`src/rtl/agree_predictor.sv`:
```
// Agree-scheme direction predictor with a direct-mapped BTB; combinational lookup and edge-triggered training.
// Latency: prediction in the same cycle as pc_i; training becomes visible the cycle after the update edge.
// Backpressure: none; one lookup and one update are accepted every cycle.
//
// Ports: clk_i/rst_i (async active-high reset); pc_i -> pred_hit_o, pred_taken_o,
// pred_target_o, pred_pht_idx_o (lookup side); upd_* (EX-resolved training side).
module agree_predictor #(
    parameter int BTB_IDX_W = 6,
    parameter int PHT_IDX_W = 8,
    parameter int GHR_W     = 8
) (
    input  logic                 clk_i,
    input  logic                 rst_i,
    input  logic [31:0]          pc_i,
    output logic                 pred_hit_o,
    output logic                 pred_taken_o,
    output logic [31:0]          pred_target_o,
    output logic [PHT_IDX_W-1:0] pred_pht_idx_o,
    input  logic                 upd_valid_i,
    input  logic [31:0]          upd_pc_i,
    input  logic                 upd_is_br_i,
    input  logic                 upd_is_uncbr_i,
    input  logic                 upd_taken_i,
    input  logic [31:0]          upd_target_i,
    input  logic [PHT_IDX_W-1:0] upd_pht_idx_i
);
    localparam int BTB_N = 1 << BTB_IDX_W;
    localparam int PHT_N = 1 << PHT_IDX_W;
    localparam int TAG_W = 32 - BTB_IDX_W - 2;

    logic             btb_valid_q  [BTB_N];
    logic             btb_valid_d  [BTB_N];
    logic [TAG_W-1:0] btb_tag_q    [BTB_N];
    logic [TAG_W-1:0] btb_tag_d    [BTB_N];
    logic [31:0]      btb_target_q [BTB_N];
    logic [31:0]      btb_target_d [BTB_N];
    logic             btb_uncbr_q  [BTB_N];
    logic             btb_uncbr_d  [BTB_N];
    logic             btb_bias_q   [BTB_N];
    logic             btb_bias_d   [BTB_N];
    logic [1:0]       pht_q        [PHT_N];
    logic [1:0]       pht_d        [PHT_N];
    logic [GHR_W-1:0] ghr_q;
    logic [GHR_W-1:0] ghr_d;

    // Word-aligned PCs never use the low two bits.
    logic unused_pc_bits;
    assign unused_pc_bits = ^{pc_i[1:0], upd_pc_i[1:0]};

    // ---------------- Lookup ----------------
    logic [BTB_IDX_W-1:0] lk_idx;
    logic [TAG_W-1:0]     lk_tag;
    logic [PHT_IDX_W-1:0] ghr_ext;
    logic                 lk_hit;
    logic                 lk_agree;

    assign lk_idx = pc_i[BTB_IDX_W+1:2];
    assign lk_tag = pc_i[31:BTB_IDX_W+2];

    always_comb begin
        ghr_ext              = '0;
        ghr_ext[GHR_W-1:0]   = ghr_q;
    end

    assign pred_pht_idx_o = pc_i[PHT_IDX_W+1:2] ^ ghr_ext;
    assign lk_hit         = btb_valid_q[lk_idx] && (btb_tag_q[lk_idx] == lk_tag);
    assign lk_agree       = pht_q[pred_pht_idx_o][1];

    // Jumps are always taken; branches are taken when the PHT agrees with the stored bias.
    assign pred_hit_o    = lk_hit;
    assign pred_taken_o  = lk_hit && (btb_uncbr_q[lk_idx] || !(btb_bias_q[lk_idx] ^ lk_agree));
    assign pred_target_o = lk_hit ? btb_target_q[lk_idx] : 32'h0;

    // ---------------- Update ----------------
    logic [BTB_IDX_W-1:0] upd_idx;
    logic [TAG_W-1:0]     upd_tag;
    logic                 upd_en;
    logic                 upd_is_cond;
    logic                 upd_hit;

    assign upd_idx     = upd_pc_i[BTB_IDX_W+1:2];
    assign upd_tag     = upd_pc_i[31:BTB_IDX_W+2];
    assign upd_en      = upd_valid_i && (upd_is_br_i || upd_is_uncbr_i);
    // A record flagged as both kinds is trained as a jump.
    assign upd_is_cond = upd_is_br_i && !upd_is_uncbr_i;
    assign upd_hit     = btb_valid_q[upd_idx] && (btb_tag_q[upd_idx] == upd_tag);

    always_comb begin
        btb_valid_d  = btb_valid_q;
        btb_tag_d    = btb_tag_q;
        btb_target_d = btb_target_q;
        btb_uncbr_d  = btb_uncbr_q;
        btb_bias_d   = btb_bias_q;
        pht_d        = pht_q;
        ghr_d        = ghr_q;
        if (upd_en) begin
            if (!upd_hit) begin
                // Allocation leaves the PHT alone: the counter is shared and not yet trained for this entry.
                btb_valid_d[upd_idx]  = 1'b1;
                btb_tag_d[upd_idx]    = upd_tag;
                btb_target_d[upd_idx] = upd_target_i;
                btb_uncbr_d[upd_idx]  = upd_is_uncbr_i;
                btb_bias_d[upd_idx]   = upd_is_uncbr_i ? 1'b1 : upd_taken_i;
            end else begin
                btb_target_d[upd_idx] = upd_target_i;
                if (upd_is_cond) begin
                    if (upd_taken_i == btb_bias_q[upd_idx]) begin
                        if (pht_q[upd_pht_idx_i] != 2'd3)
                            pht_d[upd_pht_idx_i] = pht_q[upd_pht_idx_i] + 2'd1;
                    end else begin
                        if (pht_q[upd_pht_idx_i] != 2'd0)
                            pht_d[upd_pht_idx_i] = pht_q[upd_pht_idx_i] - 2'd1;
                    end
                end
            end
            if (upd_is_cond)
                ghr_d = {ghr_q[GHR_W-2:0], upd_taken_i};
        end
    end

    // State that reset must clear.
    always_ff @(posedge clk_i or posedge rst_i) begin
        if (rst_i) begin
            for (int i = 0; i < BTB_N; i++) btb_valid_q[i] <= 1'b0;
            for (int i = 0; i < PHT_N; i++) pht_q[i] <= 2'b10;
            ghr_q <= '0;
        end else begin
            btb_valid_q <= btb_valid_d;
            pht_q       <= pht_d;
            ghr_q       <= ghr_d;
        end
    end

    // Entry payload is qualified by valid, so it needs no reset.
    always_ff @(posedge clk_i) begin
        btb_tag_q    <= btb_tag_d;
        btb_target_q <= btb_target_d;
        btb_uncbr_q  <= btb_uncbr_d;
        btb_bias_q   <= btb_bias_d;
    end
endmodule

```
`config.mk`:
```
export PLATFORM = sky130hd
export DESIGN_NAME = agree_predictor
export DESIGN_NICKNAME = d
export VERILOG_FILES = /design/src/rtl/agree_predictor.sv
export SDC_FILE = /design/constraint.sdc
export NUM_CORES = 2
export LEC_CHECK = 0
export CORE_MARGIN = 4
export CORE_UTILIZATION = 53
export CTS_BUF_LIST = sky130_fd_sc_hd__clkbuf_2 sky130_fd_sc_hd__clkbuf_4 sky130_fd_sc_hd__clkbuf_8
export DETAILED_ROUTE_END_ITERATION = 8
export PLACE_DENSITY = 0.69
export SYNTH_ARGS = -nofsm -noshare
export SYNTH_HDL_FRONTEND = slang
export SYNTH_SLANG_ARGS = --single-unit
export TNS_END_PERCENT = 5
```
`constraint.sdc`:
```
create_clock -name clk_i -period 50.4 [get_ports clk_i]
set_input_delay 10.08 -clock clk_i [delete_from_list [all_inputs] [get_ports clk_i]]
set_output_delay 10.08 -clock clk_i [all_outputs]
set_load 0.005 [all_outputs]
```
---- Word level (Yosys, flattened, before mapping) ----
Cells that the tools add are included.
word-level totals
  flip-flop bits (word level) ............. 4296
  input bits .............................. 110
  logic and storage cells ................. 663
operators by class
  add/sub/neg operators ................... 2
  order comparisons ....................... 6
  equality and inequality tests ........... 5
  muxes and demuxes ....................... 49
  bitwise gates (word level) .............. 8
  reduce and logical (&&, ||, !) cells .... 16
operator list
  kind                                                         number
  bitwise mux 2048 bit                                         1
  bitwise mux 1536 bit                                         1
  two-way mux 512 bit                                          3
  bitwise mux 512 bit                                          2
  binary-select mux 24 bit (select 6 bit)                      2
  binary-select mux 32 bit (select 6 bit)                      1
  demux 32 bit (select 6 bit)                                  1
  demux 24 bit (select 6 bit)                                  1
  bitwise mux 64 bit                                           2
  two-way mux 32 bit                                           4
  two-way mux 24 bit                                           5
  OR 64 bit                                                    1
  equality test 24 bit                                         2
  binary-select mux 2 bit (select 8 bit)                       2
  binary-select mux 1 bit (select 6 bit)                       5
  >= comparator 9 bit (second input constant)                  2
  inverter 8 -> 9 bit                                          2
  demux 2 bit (select 8 bit)                                   1
  >= comparator 7 bit (second input constant)                  2
  inverter 6 -> 7 bit                                          2
  two-way mux 1 bit                                            12
  two-way mux 2 bit                                            5
  less-than comparator 9 x 1 -> 1 bit (second input constant)  1
  bitwise XOR 8 bit                                            1
  other kinds (15)                                             25

---- Depth between registers and ports, before layout ----
  depth in word-level cells ............... 9
  mapped depth ............................ 22
  gate-level depth less buffers ........... 16

---- Worst setup path before layout ----
OpenSTA, ideal clock, no wires.
  kind .................................... input to output
  from .................................... input pc_i[2]
  to ...................................... output pred_target_o[15]
  data arrival time ....................... 14.007 ns
  required time ........................... 40.320 ns
  slack ................................... 26.313 ns
  stages .................................. 13
  path through ............................ buf_2 clkbuf_1 buf_1 buf_1 mux4_2 a211oi_1 a21oi_1 mux4_2 xor2_1 nor4_1 nand4_1 clkbuf_1 a211oi_1
between the ends
  cells in the longest elaborated chain, start to end .. 7
  elaborated cells between the ends (all ways) .. 13
RTL lines
  element                                                line    RTL
  start: declaration                                     14      input logic [31:0] pc_i,
  inverter 6 -> 7 bit (implied by the code) *            66, 72
  binary-select mux 24 bit (select 6 bit)                66      assign lk_hit = btb_valid_q[lk_idx] && (btb_tag_q[lk_idx] == lk_tag);
  two-way mux 24 bit (implied by the code) (2 in a row)  66
  equality test 24 bit                                   66
  logical AND 1 bit                                      66
  two-way mux 32 bit *                                   72      assign pred_target_o = lk_hit ? btb_target_q[lk_idx] : 32'h0;
  end: declaration                                       17      output logic [31:0] pred_target_o,
Mark *: on every way between the ends. The rest lies on a longest branch, timed or not. The select of a mux whose other input is x is not followed.

---- Final worst setup path ----
  from .................................... input pc_i[4]
  to ...................................... output pred_taken_o
between the ends
  cells in the longest elaborated chain, start to end .. 9
  elaborated cells between the ends (all ways) .. 24
RTL lines
  element                                               line  RTL
  bitwise XOR 8 bit                                     65    assign pred_pht_idx_o = pc_i[PHT_IDX_W+1:2] ^ ghr_ext;
  inverter 8 -> 9 bit (implied by the code)             67    assign lk_agree = pht_q[pred_pht_idx_o][1];
  binary-select mux 2 bit (select 8 bit)                67
  two-way mux 2 bit (implied by the code) (2 in a row)  67
  bitwise XOR 1 bit                                     71    assign pred_taken_o = lk_hit && (btb_uncbr_q[lk_idx] || !(btb_bias_q[lk_idx] ^ lk_agree));
  logical NOT 1 bit                                     71
  logical OR 1 bit                                      71
  logical AND 1 bit *                                   71
  end: declaration                                      16    output logic pred_taken_o,
Marked as above.

==> qor.yml <==
clock_network:
  cts_buffers: 689
  clk_transition_reported_paths_ns: 0.05
  post_cts_buffers: 0
  clk_latency_ns: 1.27
  cts_sinks: 4296
  h-tree-depth: 6
  cts_tree: "done"
  cts_hold_buffers: 0
  cts_resized: 0
  cts.path.max_buffers: 4
  cts_root_buf: "clkbuf_8"
place:
  dp_hpwl_mm: 320.9
  gp_congestion: 0.8957
  io_buffers: 147
cells_and_area:
  fin_util_pct: 59.39
  syn_to_final_growth_pct: 11.24
  fill_cells: 25290
  layout_commonest_cell: "edfxtp_1"
  drive_gt1_share_pct: 42.42
  seq_area_sq_um: 126400
  multiInputGateArea_sq_um: 59750
  fin_nets: 10020
  mostFrequentLayoutCells: "3712 x edfxtp_1, 1548 x mux4_2, 725 x clkbuf_8"
timing:
  finalSetupViolations: 0
  drv_slew: 0
  relSlewSlack_pct: 5.485
  fmax_mhz: 36.24
  skew_ns: 0.1312
  post-route-period-util_pct: 54.75
  hold_viol: 0
  tightest_slew_ns: 1.414
  rsz0062_at_grt: "false"
  tns_ns: 0
  layout_min_cycle_time_ns: 27.60
flow_run:
  maxCapViolations: 0
logic_synthesis:
  ys_seq_elements: 4296
  avgSynthCellArea_sq_um: 19.90
  synth-edff-count: 3712
  synth_top_area_cell: "edfxtp_1"
  ys.flop_type: "edfxtp_1"
  synth_top_cell_area_share_pct: 59.02
  yosys_warnings: 0
  yosysUniqueCellTypes: 88
  synth.area.top_cells: "edfxtp_1 59%, mux4_2 18%, dfrtp_1 4.3%"
  ys_async_sr_fraction_pct: 13.59
  synthCells: 9493
  netlist_area_sq_um: 188900
  synth_nets: 9605
  ys_seq_area_share_pct: 66.93
setup_path:
  cp_max_fo: 69
  path_cells: "buf_8 -> buf_4 -> buf_4 -> mux4_2 -> mux4_2 -> mux4_2 -> xnor2_1 -> nand4_1 -> a2111oi_0 -> buf_4 -> nand4_1 -> buf_4 -> a21oi_1 -> clkdlybuf4s50_1"
  critPathKind: "primary input to output port"
  critical-path-slowest-cell: "buf_4"
  cp_common_cell: "buf_4"
  critPathRequiredTime_ns: 40.32
  critPathLaunch: "pc_i[4]"
  crit_path_end_kind: "output port"
  crit-reg2reg-launch: "btb_tag_q[21]"
  arrival_ns: 17.52
  r2r_setup_slack_ns: 43.63
  worstSetupStartpointType: "primary input"
  slowest_delay_ns: 0.90
routing:
  wire_per_inst_microns: 38.13
  drt_iter0_markers: 16320
  vias_per_cell: 7.089
  drc: 0
  drtPass1Iterations: 6
  via_count: 107900
  drtAntennaViolNets: 0
  drt-total-wl_mm: 580.4
floorplanning:
  die_h_microns: 605.0
  start_util_pct: 53.39
  coreArea_sq_um: 353800
  die_area_sq_um: 366000
  rows: 218
  fp.dieW_microns: 605.0
  pin_count: 152
power:
  leakage_nw: 68.68
  vdd_drop_max_v: 0.00002927
  power_density_nw_per_um2: 35.52
grt:
  grt_pass1_wl_mm: 818.5
  grt_use_total_pct: 31.50
  grt_max_degree: 257
  grt_pass1_vias: 108500
  grt_overflow_total: 0
  antenna_found_initial: 48
worst_hold_path:
  hold_class: "flop to flop"
  min_from: "btb_valid_q[41]"
run_status:
  status: "complete, no violations"
registers in the layout, summed over array words and instances (netlist names), named ones only:
register and count:
btb_tag_q 1536, btb_uncbr_q 64, pht_q 256, btb_target_q 2048, ghr_ext 8, btb_valid_q 64, btb_bias_q 64
power breakdown:
part | leakage, nW | switching, W | total (W) | internal [W]
combinational | 21.2 | 0.000391 | 0.000599 | 0.000207
clock | 7.17 | 0.00140 | 0.00297 | 0.00156
sequential | 40.3 | 0.00000843 | 0.00390 | 0.00389
total | 68.7 | 0.00180 | 0.00746 | 0.00566
layer usage:
layer  GRT usage [%]  part of all wire (%)
met1           43.34                    36
met4           15.54                   5.8
met5               0                 0.021
met3           10.07                    14
met2           45.79                    44
cell usage after synthesis, drive strengths merged (30+ instances only):
cell	count
buf	383
o31ai	71
o21ai	64
edfxtp	3712
inv	82
xnor2	30
mux2i	314
a221o	40
a22o	38
a22oi	115
nor2b	65
nor2	125
a211oi	61
a221oi	120
nor3	79
dfstp	256
o22ai	84
dfrtp	328
a21oi	116
nor4	278
clkbuf	402
mux2	656
mux4	1548
nand3	41
nand2	171
layout make-up:
type	count	area share, %
Clock buffer	972	5.632
Sequential cell	4296	60.16
Clock inverter	277	0.8052
Multi-Input combinational cell	4329	28.44
Inverter	83	0.1548
Tap cell	4730	2.817
Timing Repair Buffer	513	1.961
Antenna cell	23	0.02739
cell families after synthesis:
family	synth area share [%]
AOI/OAI and AO/OA	3.275
xor gates and xnor gates	0.2551
adders and majority gates	0.01325
buffers and inverters	2.013
DFF	66.93
muxes	24.03
and+or+nand+nor	3.483
critical path: cells and delay by family:
kind	cells	cell delay, ns
xor+xnor	1	0.19
buf+inv	6	3.52
compound gates	2	1.36
simple gates	2	0.52
mux	3	1.59
through the flow:
step / total power [W] / instances / worst slack, ns / area, sq um / hold WS, ns
global route: 0.007692 / 15200 / 22.18 / 210000 / 0.5023
detailed placement: 0.004556 / 13950 / 22.63 / 196500 / 0.4694
floorplan: 0.004306 / 9493 / 24.40 / 188900 / 0.4410
CTS: 0.007486 / 15200 / 22.64 / 210000 / 0.4832
finish: 0.007462 / 15220 / 22.80 / 210100 / 0.4836
global placement: 0.004544 / 13950 / 22.67 / 196500 / 0.4577
path summary, 6_finish.rpt:
| check | depth (start not counted) | to |
|---|---|---|
| worst max-delay path | 14 | pred_taken_o |
| worst min-delay path | 2 | btb_valid_q[41] |
| worst max register to register | 13 | btb_tag_q[1425] |
| worst min register to register | 2 | btb_valid_q[41] |
| max in group asynchronous | 5 | btb_valid_q[14] |
| min in group asynchronous | 2 | async pin |
(Power assumes the default switching activity.)
